$ cat config.mk
export PLATFORM = sky130hd
export DESIGN_NAME = rx_pack_control_module_flat
export DESIGN_NICKNAME = d
export VERILOG_FILES = /design/src/rtl/rx_pack_defs.sv /design/src/rtl/rx_pack_control_module_if.sv /design/src/rtl/rx_idle_timer.sv /design/src/rtl/rx_pack_control_module.sv /design/src/flat_wrapper.sv
export SDC_FILE = /design/constraint.sdc
export NUM_CORES = 1
export LEC_CHECK = 0
export CAP_MARGIN = 20
export CORE_MARGIN = 3
export CORE_UTILIZATION = 50
export CTS_BUF_LIST = sky130_fd_sc_hd__clkbuf_8
export DETAILED_ROUTE_END_ITERATION = 8
export PLACE_DENSITY = 0.81
export SLEW_MARGIN = 20
export SYNTH_ARGS = -nofsm -noshare
export SYNTH_HDL_FRONTEND = slang
export SYNTH_HIERARCHICAL = 1
export SYNTH_SLANG_ARGS = --single-unit
$ cat constraint.sdc
create_clock -name CLK -period 3.1 [get_ports CLK]
set_clock_uncertainty 0.05 [all_clocks]
set_input_delay 0.465 -clock CLK [delete_from_list [all_inputs] [get_ports CLK]]
set_output_delay 0.465 -clock CLK [all_outputs]
set_load 0.02 [all_outputs]
$ cat src/rtl/rx_pack_defs.sv
// ============================================================================
// Module      : rx_pack_defs (package)
// Description : Shared definitions for the RX character packer: FSM state
//               encoding and the width of the valid-lane count.
// Revision    : 1.0 - initial release
// ============================================================================
`default_nettype none

package rx_pack_defs;

    // Width of Byte_Count / lane index; holds 0..8 lanes.
    localparam int BYTE_CNT_W = 4;

    typedef enum logic [1:0] {
        ST_RECV    = 2'd0,
        ST_CHECK   = 2'd1,
        ST_WRITE   = 2'd2,
        ST_RELEASE = 2'd3
    } rx_state_t;

endpackage

`default_nettype wire

$ cat src/rtl/rx_pack_control_module_if.sv
// ============================================================================
// Module      : rx_pack_control_module_if
// Description : Receiver / FIFO side bus of the RX character packer.
//   master : the packer (drives RX_En_Sig, Write_Req_Sig, FIFO_Write_Data,
//            Byte_Count, Drop_Count; samples RX_Done_Sig, RX_Data,
//            Flush_Sig, Full_Sig)
//   slave  : the surrounding receiver / FIFO logic (opposite directions)
// Revision    : 1.0 - initial release
// ============================================================================
`default_nettype none

interface rx_pack_control_module_if #(
    parameter int DATA_W = 8,
    parameter int PACK_N = 4
);

    logic                                 RX_Done_Sig;
    logic [DATA_W-1:0]                    RX_Data;
    logic                                 RX_En_Sig;
    logic                                 Flush_Sig;
    logic                                 Full_Sig;
    logic                                 Write_Req_Sig;
    logic [DATA_W*PACK_N-1:0]             FIFO_Write_Data;
    logic [rx_pack_defs::BYTE_CNT_W-1:0]  Byte_Count;
    logic [15:0]                          Drop_Count;

    modport master (
        input  RX_Done_Sig, RX_Data, Flush_Sig, Full_Sig,
        output RX_En_Sig, Write_Req_Sig, FIFO_Write_Data, Byte_Count, Drop_Count
    );

    modport slave (
        output RX_Done_Sig, RX_Data, Flush_Sig, Full_Sig,
        input  RX_En_Sig, Write_Req_Sig, FIFO_Write_Data, Byte_Count, Drop_Count
    );

endinterface

`default_nettype wire

$ cat src/rtl/rx_idle_timer.sv
// ============================================================================
// Module      : rx_idle_timer
// Description : Idle-cycle counter. Counts while run=1, restarts on clear,
//               and raises expire once TIMEOUT_CYC-1 is reached.
//               TIMEOUT_CYC=0 removes the counter and holds expire at 0.
//   CLK    in  clock (posedge)
//   RSTn   in  asynchronous active-low reset
//   clear  in  restart the count (priority over run)
//   run    in  count enable
//   expire out run && count == TIMEOUT_CYC-1
// Revision    : 1.0 - initial release
// ============================================================================
`default_nettype none

module rx_idle_timer #(
    parameter int TIMEOUT_CYC = 1024
) (
    input  wire logic CLK,
    input  wire logic RSTn,
    input  wire logic clear,
    input  wire logic run,
    output logic      expire
);

    if (TIMEOUT_CYC == 0) begin : g_disabled
        logic w_unused;
        assign w_unused = &{1'b0, CLK, RSTn, clear, run};
        assign expire   = 1'b0;
    end else begin : g_enabled
        localparam int CNT_W = (TIMEOUT_CYC > 1) ? $clog2(TIMEOUT_CYC) : 1;
        localparam logic [CNT_W-1:0] c_LAST = CNT_W'(TIMEOUT_CYC - 1);

        logic [CNT_W-1:0] r_cnt;

        // Holds at c_LAST so a long stall never wraps back to zero.
        always_ff @(posedge CLK or negedge RSTn) begin
            if (!RSTn) begin
                r_cnt <= '0;
            end else if (clear) begin
                r_cnt <= '0;
            end else if (run && (r_cnt != c_LAST)) begin
                r_cnt <= r_cnt + 1'b1;
            end
        end

        assign expire = run && (r_cnt == c_LAST);
    end

endmodule

`default_nettype wire

$ cat src/rtl/rx_pack_control_module.sv
// ============================================================================
// Module      : rx_pack_control_module
// Description : Packs PACK_N received characters into one FIFO word
//               (character 0 in the LSB lane). Partial words are written on
//               Flush_Sig or after TIMEOUT_CYC idle cycles. On FIFO full the
//               block stalls (FULL_MODE=0) or drops the word (FULL_MODE=1).
//   CLK   in   clock (posedge)
//   RSTn  in   asynchronous active-low reset
//   bus   master modport: RX_Done_Sig/RX_Data/Flush_Sig/Full_Sig in;
//         RX_En_Sig/Write_Req_Sig/FIFO_Write_Data/Byte_Count/Drop_Count out
// Revision    : 1.0 - initial release
// ============================================================================
`default_nettype none

module rx_pack_control_module #(
    parameter int DATA_W      = 8,
    parameter int PACK_N      = 4,
    parameter int FULL_MODE   = 0,
    parameter int TIMEOUT_CYC = 1024
) (
    input  wire logic                CLK,
    input  wire logic                RSTn,
    rx_pack_control_module_if.master bus
);

    import rx_pack_defs::*;

    localparam logic [BYTE_CNT_W-1:0] c_PACK_N = BYTE_CNT_W'(PACK_N);

    rx_state_t                r_state;
    logic [BYTE_CNT_W-1:0]    r_idx;
    logic [DATA_W*PACK_N-1:0] r_buf;
    logic                     r_rx_en;
    logic                     r_wr;
    logic [15:0]              r_drop;

    logic                     w_accept;
    logic [BYTE_CNT_W-1:0]    w_idx_next;
    logic                     w_run;
    logic                     w_clear;
    logic                     w_expire;

    // A character is only taken in RECV while a free lane exists; once the
    // word is full the FSM leaves RECV on the next edge.
    assign w_accept   = (r_state == ST_RECV) && bus.RX_Done_Sig && (r_idx < c_PACK_N);
    assign w_idx_next = r_idx + BYTE_CNT_W'(w_accept);
    assign w_run      = (r_state == ST_RECV) && (r_idx != '0);
    // Clearing whenever the timer is not running keeps each word's idle
    // count starting from zero.
    assign w_clear    = w_accept || !w_run;

    rx_idle_timer #(
        .TIMEOUT_CYC (TIMEOUT_CYC)
    ) u_idle_timer (
        .CLK    (CLK),
        .RSTn   (RSTn),
        .clear  (w_clear),
        .run    (w_run),
        .expire (w_expire)
    );

    // RX_En_Sig and Write_Req_Sig are loaded with the value matching the
    // state being entered, so they track the state without decode glitches.
    always_ff @(posedge CLK or negedge RSTn) begin
        if (!RSTn) begin
            r_state <= ST_RECV;
            r_idx   <= '0;
            r_buf   <= '0;
            r_rx_en <= 1'b0;
            r_wr    <= 1'b0;
            r_drop  <= '0;
        end else begin
            case (r_state)
                ST_RECV: begin
                    r_wr <= 1'b0;
                    if (w_accept) begin
                        for (int i = 0; i < PACK_N; i++) begin
                            if (r_idx == BYTE_CNT_W'(i)) begin
                                r_buf[i*DATA_W +: DATA_W] <= bus.RX_Data;
                            end
                        end
                        r_idx <= w_idx_next;
                    end
                    // Flush sees the lane count including a same-cycle store.
                    if ((r_idx == c_PACK_N) ||
                        (bus.Flush_Sig && (w_idx_next != '0)) ||
                        (w_expire && !w_accept)) begin
                        r_state <= ST_CHECK;
                        r_rx_en <= 1'b0;
                    end else begin
                        r_rx_en <= 1'b1;
                    end
                end
                ST_CHECK: begin
                    if (!bus.Full_Sig) begin
                        r_state <= ST_WRITE;
                        r_wr    <= 1'b1;
                    end else if (FULL_MODE != 0) begin
                        if (r_drop != 16'hFFFF) begin
                            r_drop <= r_drop + 16'd1;
                        end
                        r_buf   <= '0;
                        r_idx   <= '0;
                        r_state <= ST_RECV;
                        r_rx_en <= 1'b1;
                    end
                end
                ST_WRITE: begin
                    r_state <= ST_RELEASE;
                    r_wr    <= 1'b0;
                end
                ST_RELEASE: begin
                    r_buf   <= '0;
                    r_idx   <= '0;
                    r_state <= ST_RECV;
                    r_rx_en <= 1'b1;
                    r_wr    <= 1'b0;
                end
                default: begin
                    r_state <= ST_RECV;
                end
            endcase
        end
    end

    assign bus.RX_En_Sig       = r_rx_en;
    assign bus.Write_Req_Sig   = r_wr;
    assign bus.FIFO_Write_Data = r_buf;
    assign bus.Byte_Count      = r_idx;
    assign bus.Drop_Count      = r_drop;

endmodule

`default_nettype wire

$ cat src/flat_wrapper.sv
// flat-port wrapper written by rule: the top's interface ports become plain ports
module rx_pack_control_module_flat import rx_pack_defs::*;
#(
    parameter int DATA_W      = 8,
    parameter int PACK_N      = 4,
    parameter int FULL_MODE   = 0,
    parameter int TIMEOUT_CYC = 1024
)
  (CLK, RSTn, bus_RX_Done_Sig, bus_RX_Data, bus_Flush_Sig, bus_Full_Sig, bus_RX_En_Sig, bus_Write_Req_Sig, bus_FIFO_Write_Data, bus_Byte_Count, bus_Drop_Count);
  rx_pack_control_module_if #(.DATA_W(DATA_W), .PACK_N(PACK_N)) bus_i ();
  input  wire logic CLK;
  input  wire logic RSTn;
  input wire logic [$bits(bus_i.RX_Done_Sig)-1:0] bus_RX_Done_Sig;
  input wire logic [$bits(bus_i.RX_Data)-1:0] bus_RX_Data;
  input wire logic [$bits(bus_i.Flush_Sig)-1:0] bus_Flush_Sig;
  input wire logic [$bits(bus_i.Full_Sig)-1:0] bus_Full_Sig;
  output wire logic [$bits(bus_i.RX_En_Sig)-1:0] bus_RX_En_Sig;
  output wire logic [$bits(bus_i.Write_Req_Sig)-1:0] bus_Write_Req_Sig;
  output wire logic [$bits(bus_i.FIFO_Write_Data)-1:0] bus_FIFO_Write_Data;
  output wire logic [$bits(bus_i.Byte_Count)-1:0] bus_Byte_Count;
  output wire logic [$bits(bus_i.Drop_Count)-1:0] bus_Drop_Count;
  assign bus_i.RX_Done_Sig = bus_RX_Done_Sig;
  assign bus_i.RX_Data = bus_RX_Data;
  assign bus_i.Flush_Sig = bus_Flush_Sig;
  assign bus_i.Full_Sig = bus_Full_Sig;
  assign bus_RX_En_Sig = bus_i.RX_En_Sig;
  assign bus_Write_Req_Sig = bus_i.Write_Req_Sig;
  assign bus_FIFO_Write_Data = bus_i.FIFO_Write_Data;
  assign bus_Byte_Count = bus_i.Byte_Count;
  assign bus_Drop_Count = bus_i.Drop_Count;
  rx_pack_control_module #(.DATA_W(DATA_W), .PACK_N(PACK_N), .FULL_MODE(FULL_MODE), .TIMEOUT_CYC(TIMEOUT_CYC)) u_core (.CLK(CLK), .RSTn(RSTn), .bus(bus_i));
endmodule
==> metrics <==
vias in the first global route=1923; stage delay of the slowest cell on the critical path=0.44 ns; buffer type at the clock tree root=sky130_fd_sc_hd__clkbuf_8; Post-synth top cells=50 x sky130_fd_sc_hd__dfrtp_1, 45 x sky130_fd_sc_hd__nand2_1, 23 x sky130_fd_sc_hd__o21ai_0; RSZ-0062 raised after global routing=no; wire length of the first global-routing pass=9.32 mm; clock buffer count from CTS=5; antenna violations before repair=0; Yosys cell types=48; largest vdd supply drop=0.613 mV; setup TNS after final layout=0 ns; Fill cells=386; WS Path Type=reg -> reg; Die Outline Area=0.00584 sq mm; fraction of layout instances using a drive strength above 1=0.0852; mean number of vias per cell=5.35; ys async rst share=1.00; overall overflow remaining after global route=0; crit path launch=u_core/r_state[0]; remaining number of nets flagged by the antenna check after routing=0; worst slew margin relative to its limit=0.460; layout overhead on the synthesized area=23.4%; number of enable flip-flop cells after synthesis=0; Post-route DRC=0; initial cell density of the core=0.543; Hold WS=0.196 ns; share of the clock period used by the worst path after layout=0.890; largest net degree at the start of global routing=39; most area-hungry cell type in the Yosys netlist=sky130_fd_sc_hd__dfrtp_1; largest delay contributor family on the critical path=compound AO/OA/AOI/OAI gates; flip-flop cell with the highest count after synthesis=sky130_fd_sc_hd__dfrtp_1; Final Max Tran Viols=0; clock insertion delay at the later pin of the skew report=0.30 ns; WP buf/inv=2; nets@finish=326; startpoint type of the worst setup path=flip-flop; aggregate global-route resource usage=0.196; result of the run=completed; clock slew seen by the registers of the worst setup and hold paths=0.08 ns; Port Buffers=50; I/O pin cnt=67; cell area after technology mapping=0.00248 sq mm; area inside the core boundary=0.00456 sq mm; maximum buffer depth of the clock tree=2; final count of negative-setup-slack endpoints=0; number of warning messages in the yosys log=38; half-perimeter wire length after placement=4.04 mm; worst path required time=3.23 ns; Reg2Reg Launch Point=u_core/r_state[0]; reported leakage power=1.35 nW; top cell type's share of synthesized area=0.505; DIE HEIGHT=76.4 um; violation count after the first detailed-route iteration=168; TritonCTS clock tree=done; post-CTS setup-driven buffer insertion count=0; Crit. End Element=flip-flop; shortest period the worst path allows=2.76 ns; Placement Rows=24; biggest area contributors in the synthesized netlist=sky130_fd_sc_hd__dfrtp_1 50%, sky130_fd_sc_hd__nand2_1 6.8%, sky130_fd_sc_hd__buf_4 5.1%, sky130_fd_sc_hd__o21ai_0 4.6%, sky130_fd_sc_hd__ha_1 4.0%; cell repeated most along the worst path=sky130_fd_sc_hd__ha_1; Final Core Density=0.671; most common cell in the synthesized netlist=sky130_fd_sc_hd__dfrtp_1; wire length reported by the detailed router=5.40 mm; number of violations of the max-capacitance limit=0; gate count after technology mapping=252; arrival time worst endpoint=2.89 ns; power after layout=2.85 mW; wire length per cell=14.6 um; Die W=76.4 um; slowest CP cell=sky130_fd_sc_hd__o41a_1; slew of the pin with the lowest slew margin=0.810 ns; Synth Area per Inst=9.84 sq um; hold violation count in the final report=0; sequence of cells on the critical path=inv_1, ha_1, nand3_2, inv_2, ha_1, ha_1, o41a_1, o41ai_2, a32o_2, mux2_1; detailed-route via count=1979; Pwr per Cell Area=931 mW/mm^2; Max Clk Rate=0.362 GHz; clk sinks=50; Yosys reg bits=50; # diodes=0; sequential cell area fraction in the yosys report=0.505; Resized cells post-CTS=0; Crit Path Max Fanout=5; number of buffers inserted for hold repair after clock tree synthesis=0; htree depth=2; class of the worst hold path=in -> async; Detailed Routing Iterations Pass 1=4; routability congestion estimate from global placement=0.893
[registers in the layout (all words and copies together), names as in the netlist]
| register | count |
|---|---|
| u_core/bus.Byte_Count | 4 |
| u_core/bus.FIFO_Write_Data | 32 |
| u_core/bus.RX_En_Sig | 1 |
| u_core/u_idle_timer/g_enabled.r_cnt | 10 |
| u_core/bus.Write_Req_Sig | 1 |
| u_core/r_state | 2 |
[path summary, 6_finish.rpt]
path                                                           to  slack [ns]  cells past startpoint
max                                             u_core/r_state[1]        0.34                     10
min                                u_core/bus.FIFO_Write_Data[11]        0.20                      1
max reg2reg                                     u_core/r_state[1]        0.34                     10
min reg2reg                         u_core/bus.FIFO_Write_Data[6]        0.44                      2
max in group asynchronous  u_core/u_idle_timer/g_enabled.r_cnt[1]        2.19                      2
min in group CLK                    u_core/bus.FIFO_Write_Data[6]        0.44                      2
[stage by stage]
step / setup WS, ns / area [sq um] / instances
2_1_floorplan: 0.457 / 2540 / 267
3_3_place_gp: 0.265 / 2980 / 363
6_report: 0.341 / 3060 / 370
4_1_cts: 0.344 / 3060 / 370
5_1_grt: 0.209 / 3060 / 370
3_5_place_dp: 0.205 / 2980 / 363
[report_power, final]
part / total [mW] / internal [mW] / leakage (nW) / switching (mW)
Clock: 0.356 / 0.152 / 0.0414 / 0.204
Combinational: 1.47 / 0.599 / 0.660 / 0.867
Sequential: 1.03 / 0.880 / 0.649 / 0.148
[metal layers]
layer,wire [um],share of wire,GRT usage,vias up
li1,-,-,-,958
met1,2360,0.44,0.244,951
met2,2750,0.51,0.337,67
met3,276,0.051,0.0449,3
met4,22,0.0041,0.0634,0
met5,0,0,0,-
[cell type report]
cell class,instances,area (sq um),share of cell area
timing repair buffer,54,526,0.172
multi-input combinational,183,1080,0.353
sequential,50,1250,0.409
inverter,11,41.3,0.0135
tap,65,81.3,0.0266
clock buffer,5,68.8,0.0225
clock inverter,2,11.3,0.00368
[placed cells by master, fill, tap and decap left out, drive strengths merged, types with 2 or more instances in the layout]
cell / count
clkbuf: 5
nor3: 4
mux2i: 3
buf: 5
nor2: 10
nand3: 9
o21ai: 35
inv: 12
clkdlybuf4s50: 49
a22oi: 3
mux2: 4
a31oi: 6
o32ai: 2
dfrtp: 50
a211oi: 4
ha: 8
nor2b: 6
conb: 16
nand4: 4
and2: 2
nand2: 46
a21oi: 5
[kinds of logic after synthesis]
family / Yosys count / share of synthesized area
buf+inv: 34 / 0.0822
flops: 50 / 0.505
fa+ha+maj: 8 / 0.0404
mux: 7 / 0.0318
simple gates: 88 / 0.170
other cells: 1 / 0.00151
compound gates: 64 / 0.170
(Power assumes the default switching activity.)
==> variant: new RTL, same flow settings <==
Encoding of `rx_state_t`: now one-hot (4 bits for 4 states).
--- a/src/rtl/rx_pack_defs.sv
+++ b/src/rtl/rx_pack_defs.sv
@@ -11,11 +11,11 @@
     // Width of Byte_Count / lane index; holds 0..8 lanes.
     localparam int BYTE_CNT_W = 4;
 
-    typedef enum logic [1:0] {
-        ST_RECV    = 2'd0,
-        ST_CHECK   = 2'd1,
-        ST_WRITE   = 2'd2,
-        ST_RELEASE = 2'd3
+    typedef enum logic [3:0] {
+        ST_RECV    = 4'b0001,
+        ST_CHECK   = 4'b0010,
+        ST_WRITE   = 4'b0100,
+        ST_RELEASE = 4'b1000
     } rx_state_t;
 
 endpackage
Behaviour: same outputs for any inputs over 10 cycles, from zero or initial values and one cycle with RSTn low; not proved beyond that.
==> variant against the original RTL <==
Count of clock-buffer cells in the layout unchanged; sequential cell count increased by 2; synthesized area increased by 5.9%; final area rose by 5.0%; total power up 3.4%; wire length grew 5.6%; setup slack improved by 0.078 ns; non-clock buffer count is the same; sequential power is 8% higher; critical path type unchanged; largest cell class unchanged; largest power group unchanged.
==> variant: results (changes against the original RTL) <==
[critical_path]
slowest_stage=dfstp_2  ; was o41a_1
worstRegToRegCells=5  ; was 10
critical_path.max_stage_delay_ns=0.62  ; was 0.44 ns
cp_max_fo=10  ; was 5
timing.reg2reg.setup_slack_ns=0.42  ; was 0.34 ns
reg2reg_from=u_core/r_state[0]  ; unchanged
arrival_ns=2.82  ; was 2.89 ns

[grt]
grt_max_degree=30  ; was 39
track_usage=0.195  ; was 0.196
grt_pass1_vias=1868  ; was 1923

[pwr]
p_switching_w=0.00114  ; was 0.00122 W
p_int_w=0.00181  ; was 0.00163 W
p_leak_nw=1.37  ; was 1.35 nW
pwr-share-seq=0.378  ; was 0.361

[place]
pre_cts_ws_ns=0.262  ; was 0.205 ns
place_hpwl_mm=4.16  ; was 4.04 mm
place_congestion=0.803  ; was 0.893

[run_status]
status=finished clean  ; unchanged

[drt]
vias=2001  ; was 1979
first_pass_iters=5  ; was 4
drtIter0Drc=145  ; was 168

[yosys]
synth_cell_type_count=51  ; was 48
ys_seq_area_frac=0.496  ; was 0.505
synthCells=232  ; was 252

[sta]
tightest_slew_ns=0.680  ; was 0.810 ns

[finish]
nets=298  ; was 326

## variant: layer usage
metal,global-route usage,routed length (µm)
met2,0.299,2730
met5,0,0
met1,0.275,2620
met4,0.0752,99
met3,0.0367,249
## variant: how the worst max path moves through the flow
stage	from	end	slack, ns	depth (start not counted)
detailed placement	bus_RX_Done_Sig	u_core/r_state[1]	0.26	8
global route	u_core/r_state[0]	u_core/bus.RX_En_Sig	0.19	7
CTS	u_core/r_state[0]	u_core/bus.RX_En_Sig	0.44	7
finish	u_core/r_state[0]	u_core/u_idle_timer/g_enabled.r_cnt[5]	0.42	5
global placement	bus_RX_Done_Sig	u_core/r_state[1]	0.36	8
floorplan	u_core/r_state[0]	u_core/r_state[1]	0.52	8
## variant: logic make-up (layout without fill, tap and decap cells)
logic type	count (synthesis)	after routing	share of synthesized area
and+or+nand+nor	68	68	0.178
xor gates and xnor gates	4	4	0.0133
buffers and inverters	34	70	0.0834
muxes	3	3	0.0143
other	1	16	0.00143
adders and majority gates	3	3	0.0143
DFF	52	52	0.496
AOI/OAI and AO/OA	67	67	0.200
## variant: cell type report
type	count	area, µm²
multi-input cells	161	1160
repair buffers	54	526
clock buffers	5	68.8
flip-flops and latches	52	1300
inverters	8	30.0
clock inverters	3	42.5
well taps	67	83.8
fillers	395	1700
## variant: worst max-delay path, delay by kind of cell, from the launching register on
kind / cells / cell delay [ns]
simple gates: 3 / 1.24
mux: 1 / 0.30
flops: 1 / 0.62
compound gates: 1 / 0.35
## variant: per-stage QoR
stage,util,hold slack [ns],area [µm²]
3_5_place_dp,0.632,0.439,3100
6_report,0.655,0.126,3210
4_1_cts,0.655,0.137,3210
3_3_place_gp,0.632,0.438,3100
2_1_floorplan,-,0.119,2680
5_1_grt,0.655,0.154,3210
